[src/rtl/spi_slave_if.sv]
// SPI responder for the configuration port.
// Oversamples sclk/ss_n/mosi on clk_in, deserialises mosi into WIDTH-bit words
// and serialises a one-entry buffered host word onto miso. All CPOL/CPHA modes.
module spi_slave_if #(
  parameter int WIDTH     = 8,
  parameter bit MSB_FIRST = 1'b1
) (
  input  logic             clk_in,
  input  logic             rst_n,
  input  logic             cpol,
  input  logic             cpha,
  input  logic             sclk,
  input  logic             ss_n,
  input  logic             mosi,
  output logic             miso,
  output logic             miso_oe,
  input  logic [WIDTH-1:0] tx_data,
  input  logic             tx_valid,
  output logic             tx_ready,
  output logic [WIDTH-1:0] rx_data,
  output logic             rx_valid,
  output logic             tx_underrun
);
  localparam int CW = $clog2(WIDTH);
  localparam logic [CW-1:0] LAST = CW'(WIDTH - 1);

  logic [2:0]       sclk_q;
  logic [1:0]       ss_q;
  logic [1:0]       mosi_q;
  logic             ss_prev;
  logic             active;
  logic [CW-1:0]    bit_cnt;
  logic             load_pending;
  logic [WIDTH-1:0] tx_sr;
  logic [WIDTH-1:0] rx_sr;
  logic [WIDTH-1:0] tx_buf;
  logic             buf_full;

  logic             sclk_chg, lead, trail, sample_edge, drive_edge;
  logic             frame_start, frame_end, do_load, accept;
  logic [WIDTH-1:0] rx_next, tx_shift;

  // Edge classification relative to the idle level; only meaningful while selected.
  assign sclk_chg    = sclk_q[1] ^ sclk_q[2];
  assign lead        = active & sclk_chg & (sclk_q[1] != cpol);
  assign trail       = active & sclk_chg & (sclk_q[1] == cpol);
  assign sample_edge = cpha ? trail : lead;
  assign drive_edge  = cpha ? lead : trail;

  // ss_prev must have seen ss_n high, so a select held low through reset
  // does not restart a frame until ss_n toggles.
  assign frame_start = ss_prev & ~ss_q[1];
  assign frame_end   = active & ss_q[1];

  assign do_load  = (frame_start & ~cpha) | (drive_edge & load_pending);
  assign accept   = tx_valid & ~buf_full;
  assign tx_ready = ~buf_full;

  assign rx_next  = MSB_FIRST ? {rx_sr[WIDTH-2:0], mosi_q[1]} : {mosi_q[1], rx_sr[WIDTH-1:1]};
  assign tx_shift = MSB_FIRST ? {tx_sr[WIDTH-2:0], 1'b0}      : {1'b0, tx_sr[WIDTH-1:1]};
  assign miso     = miso_oe & (MSB_FIRST ? tx_sr[WIDTH-1] : tx_sr[0]);

  // Pin synchronisers; sclk carries one extra stage for edge detection.
  always_ff @(posedge clk_in) begin
    if (!rst_n) begin
      sclk_q  <= '0;
      ss_q    <= '0;
      mosi_q  <= '0;
      ss_prev <= 1'b0;
    end else begin
      sclk_q  <= {sclk_q[1:0], sclk};
      ss_q    <= {ss_q[0], ss_n};
      mosi_q  <= {mosi_q[0], mosi};
      ss_prev <= ss_q[1];
    end
  end

  // Frame control, tx/rx shift registers and receive strobes.
  always_ff @(posedge clk_in) begin
    if (!rst_n) begin
      active       <= 1'b0;
      miso_oe      <= 1'b0;
      bit_cnt      <= '0;
      load_pending <= 1'b0;
      tx_sr        <= '0;
      rx_sr        <= '0;
      rx_data      <= '0;
      rx_valid     <= 1'b0;
      tx_underrun  <= 1'b0;
    end else begin
      rx_valid    <= 1'b0;
      tx_underrun <= 1'b0;
      if (frame_end) begin
        active       <= 1'b0;
        miso_oe      <= 1'b0;
        bit_cnt      <= '0;
        load_pending <= 1'b0;
        tx_sr        <= '0;
        rx_sr        <= '0;
      end else begin
        if (do_load) begin
          tx_sr        <= buf_full ? tx_buf : '0;
          tx_underrun  <= ~buf_full;
          load_pending <= 1'b0;
        end else if (drive_edge) begin
          tx_sr <= tx_shift;
        end
        if (frame_start) begin
          active       <= 1'b1;
          miso_oe      <= 1'b1;
          bit_cnt      <= '0;
          rx_sr        <= '0;
          load_pending <= cpha;
        end
        if (sample_edge) begin
          rx_sr <= rx_next;
          if (bit_cnt == LAST) begin
            bit_cnt      <= '0;
            load_pending <= 1'b1;
            rx_data      <= rx_next;
            rx_valid     <= 1'b1;
          end else begin
            bit_cnt <= bit_cnt + 1'b1;
          end
        end
      end
    end
  end

  // One-entry transmit buffer; a same-cycle load takes the old contents.
  always_ff @(posedge clk_in) begin
    if (!rst_n) begin
      buf_full <= 1'b0;
      tx_buf   <= '0;
    end else begin
      if (do_load) buf_full <= 1'b0;
      if (accept) begin
        tx_buf   <= tx_data;
        buf_full <= 1'b1;
      end
    end
  end

endmodule

[config.mk]
export PLATFORM = sky130hd
export DESIGN_NAME = spi_slave_if
export DESIGN_NICKNAME = d
export VERILOG_FILES = /design/src/rtl/spi_slave_if.sv
export SDC_FILE = /design/constraint.sdc
export NUM_CORES = 1
export LEC_CHECK = 0
export CAP_MARGIN = 5
export CORE_MARGIN = 2
export CORE_UTILIZATION = 35
export DETAILED_ROUTE_END_ITERATION = 12
export MAX_ROUTING_LAYER = met4
export PLACE_DENSITY = 0.6
export REMOVE_ABC_BUFFERS = 1
export SLEW_MARGIN = 20
export SYNTH_ARGS = -nofsm -noshare
export SYNTH_HDL_FRONTEND = slang
export SYNTH_SLANG_ARGS = --single-unit
[constraint.sdc]
create_clock -name clk_in -period 2.25 [get_ports clk_in]
set_input_delay 0.675 -clock clk_in [delete_from_list [all_inputs] [get_ports clk_in]]
set_output_delay 0.675 -clock clk_in [all_outputs]
set_load 0.02 [all_outputs]
* Yosys cells after proc, flatten, opt, wreduce, memory -nomap -nowiden
Cells that the tools add are included.
W data, S select, Z words.
** Storage, ports and cells
- Register bits after elaboration :: 47
- Input bits :: 16
- Output and inout bits :: 13
- Logic and storage cells :: 60
** Cells by class
- Add/subtract/negate cells :: 1
- Eq/ne operators :: 3
- Mux-type cells :: 17
- Bitwise logic cells :: 18
- Reduce and logical (&&, ||, !) cells :: 7
** Operators with widths (count)
- $mux W8 :: 3
- $mux W7 :: 2
- $and A1 B1 Y1 :: 9
- $mux W1 :: 9
- $mux W3 :: 3
- $not A1 Y1 :: 7
- $reduce_bool A2 Y1 :: 3
- $reduce_or A3 Y1 :: 2
- $add A3 B1 Y3 const B :: 1
- $eq A3 B3 Y1 const B :: 1
- $reduce_and A3 Y1 :: 1
- $reduce_or A2 Y1 :: 1
- $eq A1 B1 Y1 :: 1
- $ne A1 B1 Y1 :: 1
- $or A1 B1 Y1 :: 1
- $xor A1 B1 Y1 :: 1

* Depth between registers and ports, before layout
- Depth after elaboration :: 10
- Depth in mapped cells :: 5
- Mapped depth without buffers :: 4

* Least setup slack after synthesis
OpenSTA, ideal clock, no wires.
- Path kind :: input to register
- From :: input cpol
- To :: register rx_data[0]
- Setup time :: 0.072 ns
- Arrival time :: 1.908 ns
- Data required time :: 2.178 ns
- Slack :: 0.270 ns
- Stages on the path :: 5
- Buffers on the path :: 1
- Cell sequence :: xor2_2 > mux2_2 > nor3b_1 > buf_2 > mux2i_1
** On the way
- Word-level cells in the longest chain between the ends :: 4
- Elaborated cells on any way between the ends :: 6
- Classes of those cells :: eq/ne (2); mux (1); bitwise (2); reduce/logical (1)
** Ends and longest elaborated chain
- from (decl) :: RTL line 10 : input logic cpol,
- $ne A1 B1 Y1 / $eq A1 B1 Y1 (equally long branches) :: RTL line 45, 46
- $and A1 B1 Y1 (on tied branches) :: RTL line 45, 46
- $mux W1 (*) :: RTL line 47 : assign sample_edge = cpha ? trail : lead;
- $reduce_and A3 Y1 (no line) (*)
- to (signal assigned) :: RTL line 120 : rx_data <= rx_next;
- to (decl) :: RTL line 20 : output logic [WIDTH-1:0] rx_data,
Every way passes the cells marked *; elsewhere a longest branch is shown, timed or not.
A chain may end at the register's enable or synchronous reset.

* Final worst setup path
- From :: input cpha
- To :: register rx_data[0]
** On the way
- Word-level cells in the longest chain between the ends :: 2
** Ends and longest elaborated chain
- from (decl) :: RTL line 11 : input logic cpha,
- $mux W1 :: RTL line 47
- $reduce_and A3 Y1 (no line)
No other way between the ends.

==> flow_metrics.env <==
export IMPL_max_slew_margin_rel=0.703
export IMPL_whs_path_depth=1
export IMPL_cts_path_max_buffers=2
export IMPL_synthToLayoutAreaGrowth_pct=28.5
export IMPL_die_width_um=77.9
export IMPL_ys_seq_area_frac=0.492
export IMPL_cts_buffers=5
export IMPL_grt_ovfl_total=0
export IMPL_antenna_cells=0
export IMPL_holdWs_ns=0.439
export IMPL_io_buffers=28
export IMPL_max_freq_mhz=467
export IMPL_final_common_cell="dfxtp_1"
export IMPL_holdCritStartpoint="sclk_q[0]$_SDFF_PN0_"
export IMPL_finalMaxSlewViolations=0
export IMPL_cts_resized=0
export IMPL_ys_ff_latch=47
export IMPL_async_flop_share=0
export IMPL_grt_use_total=0.140
export IMPL_ctsHtreeMaxLevel=2
export IMPL_antenna_found_initial=0
export IMPL_maxCapViolCount=0
export IMPL_root_buffer="clkbuf_8"
export IMPL_ir_worst_vdd_mv=0.331
export IMPL_holdPathEnd="sclk_q[1]$_SDFF_PN0_"
export IMPL_final_util=0.472
export IMPL_yosysUniqueCellTypes=32
export IMPL_fin_ws_ns=0.109
export IMPL_critPathMaxStageDelay_ns=0.52
export IMPL_ios=29
export IMPL_place_gp_congestion=0.762
export IMPL_dp_cells=313
export IMPL_cts_setup_buffers=0
export IMPL_setup_tns_final_ns=0
export IMPL_setup_violations=0
export IMPL_cts_tree="yes"
export IMPL_crit_type="input port to flop"
export IMPL_grt_pass1_vias=1412
export IMPL_ff2ff_setup_slack_ns=0.59
export IMPL_fin_nets=268
export IMPL_crit_fanout=8
export IMPL_finalHoldViolCount=0
export IMPL_cp_data_required_time_ns=2.47
export IMPL_final_cell_area_um2=2460
export IMPL_drtIter0Drc=98
export IMPL_cp_arrival_ns=2.36
export IMPL_grt_max_degree=27
export IMPL_drive_above_1_share=0.127
export IMPL_crit_chain="clkdlybuf4s50_1 > xor2_2 > mux2_2 > nor3b_1 > buf_4 > mux2i_1"
export IMPL_synthesis_area_um2=1910
export IMPL_reg2reg_from="active$_SDFFE_PP0N_"
export IMPL_r2r_end="rx_data[0]$_SDFFE_PN0P_"
export IMPL_powerDensity_nw_per_um2=633
export IMPL_slowest_stage="clkdlybuf4s50_1"
export IMPL_register_area_um2=941
export IMPL_synth_edff_count=0
export IMPL_synth_ff_type="dfxtp_1"
export IMPL_dp_slack_ns=-0.180
export IMPL_yosysWarnings=0
export IMPL_fill_cells=527
export IMPL_clk_pin_slew_ns=0.09
export IMPL_row_count=26
export IMPL_ant_nets=0
export IMPL_placed_cell_area_um2=2350
export IMPL_cts_sinks=47
export IMPL_fin_crit_sh=0.951
export IMPL_fp_dieH_um=77.9
export IMPL_initial_core_util=0.367
export IMPL_routed_wl_um=3730
export IMPL_rsz0062_at_grt="no"
export IMPL_reg2reg_depth=6
export IMPL_num_vias=1521
export IMPL_wl_per_cell_um=11.6
export IMPL_final_cell_mix="dfxtp_1, nand2_1, clkdlybuf4s50_1"
export IMPL_drc=0
export IMPL_drt_first_pass_iters=4
export IMPL_core_um2=5200
export IMPL_stdcell_count=321
export IMPL_min_period_ns=2.14
export IMPL_hp_class="flop to flop"
export IMPL_die_area_um2=6070
export IMPL_grt_pass1_wl_um=6580
export IMPL_clock_latency_ns=0.29
export IMPL_postCtsHoldBufs=0
export IMPL_multi_input_area_um2=893
export IMPL_synth_area_per_cell_um2=8.98
export IMPL_p_leak_nw=0.902
export IMPL_worst_pin_slew_ns=0.445
export IMPL_status="finished, final reports clean"
export IMPL_total_power_mw=1.56
export IMPL_syn_inst=213
export IMPL_crit_path_start_kind="input port"
export IMPL_endpoint_kind="flop"
export IMPL_skew_ns=0.00369
export IMPL_hpwlAfterDp_um=2650
export IMPL_vias_per_cell=4.74
==> worst max path at each step <==
stage                             start  slack, ns                 endpoint
detailed placement                 cpha      -0.18  rx_data[2]$_SDFFE_PN0P_
global route                       cpha      0.005  rx_data[2]$_SDFFE_PN0P_
CTS                 active$_SDFFE_PP0N_        0.1                     miso
global placement                   cpha      -0.15  rx_data[0]$_SDFFE_PN0P_
finish                             cpha       0.11  rx_data[0]$_SDFFE_PN0P_
floorplan                          cpol      -0.42  rx_data[0]$_SDFFE_PN0P_
==> critical path: cells and delay by family <==
kind / cells / cell delay [ns]
XOR/XNOR: 1 / 0.18
buffers and inverters: 2 / 0.74
multiplexers: 2 / 0.56
AND/OR/NAND/NOR: 1 / 0.20
==> logic make-up after synthesis <==
family | count (synthesis) | share of synthesized area
and+or+nand+nor | 89 | 0.235
AOI/OAI and AO/OA | 44 | 0.145
muxes | 12 | 0.0654
DFF | 47 | 0.492
xor gates and xnor gates | 1 | 0.00851
adders and majority gates | 2 | 0.0131
buffers and inverters | 18 | 0.0406
==> power breakdown <==
group / internal (mW) / switching (mW)
Clock: 0.280 / 0.276
Combinational: 0.0700 / 0.0634
Sequential: 0.853 / 0.0134
==> state kept, by name, indices dropped and copies added (netlist names) <==
signal	flops
tx_sr	8
active	1
mosi_q	2
ss_q	2
sclk_q	3
tx_underrun	1
buf_full	1
rx_valid	1
rx_data	8
bit_cnt	3
ss_prev	1
load_pending	1
tx_buf	8
rx_sr	7
==> Yosys cell counts, types with 2 or more instances <==
master    count  area (µm²)
dfxtp_1      47         941
ha_1          2        25.0
mux2i_1      10         100
nand3b_1      2        15.0
o31ai_1       7        52.6
clkbuf_1     11        41.3
a21boi_0      8        60.1
a31oi_1       8        50.1
buf_2         2        10.0
and2_1       11        68.8
nand2_1      45         169
inv_1         3        11.3
a21oi_1      18        90.1
nand3_1      11        55.1
nor3b_1       8        60.1
nor3_1        2        10.0
nand2b_1      3        18.8
==> per-layer routing <==
metal  part of all wire  GRT usage
met5                  0          -
met4              0.016     0.0579
met3              0.036     0.0384
met2               0.42      0.206
met1               0.53      0.182
==> area by class of cell <==
type,instances,area share
sequential,47,0.383
timing repair buffer,45,0.171
inverter,3,0.00458
tap,70,0.0356
clock buffer,7,0.0392
multi-input combinational,148,0.364
clock inverter,1,0.00305
No activity file was read; power rests on OpenSTA's default activity.
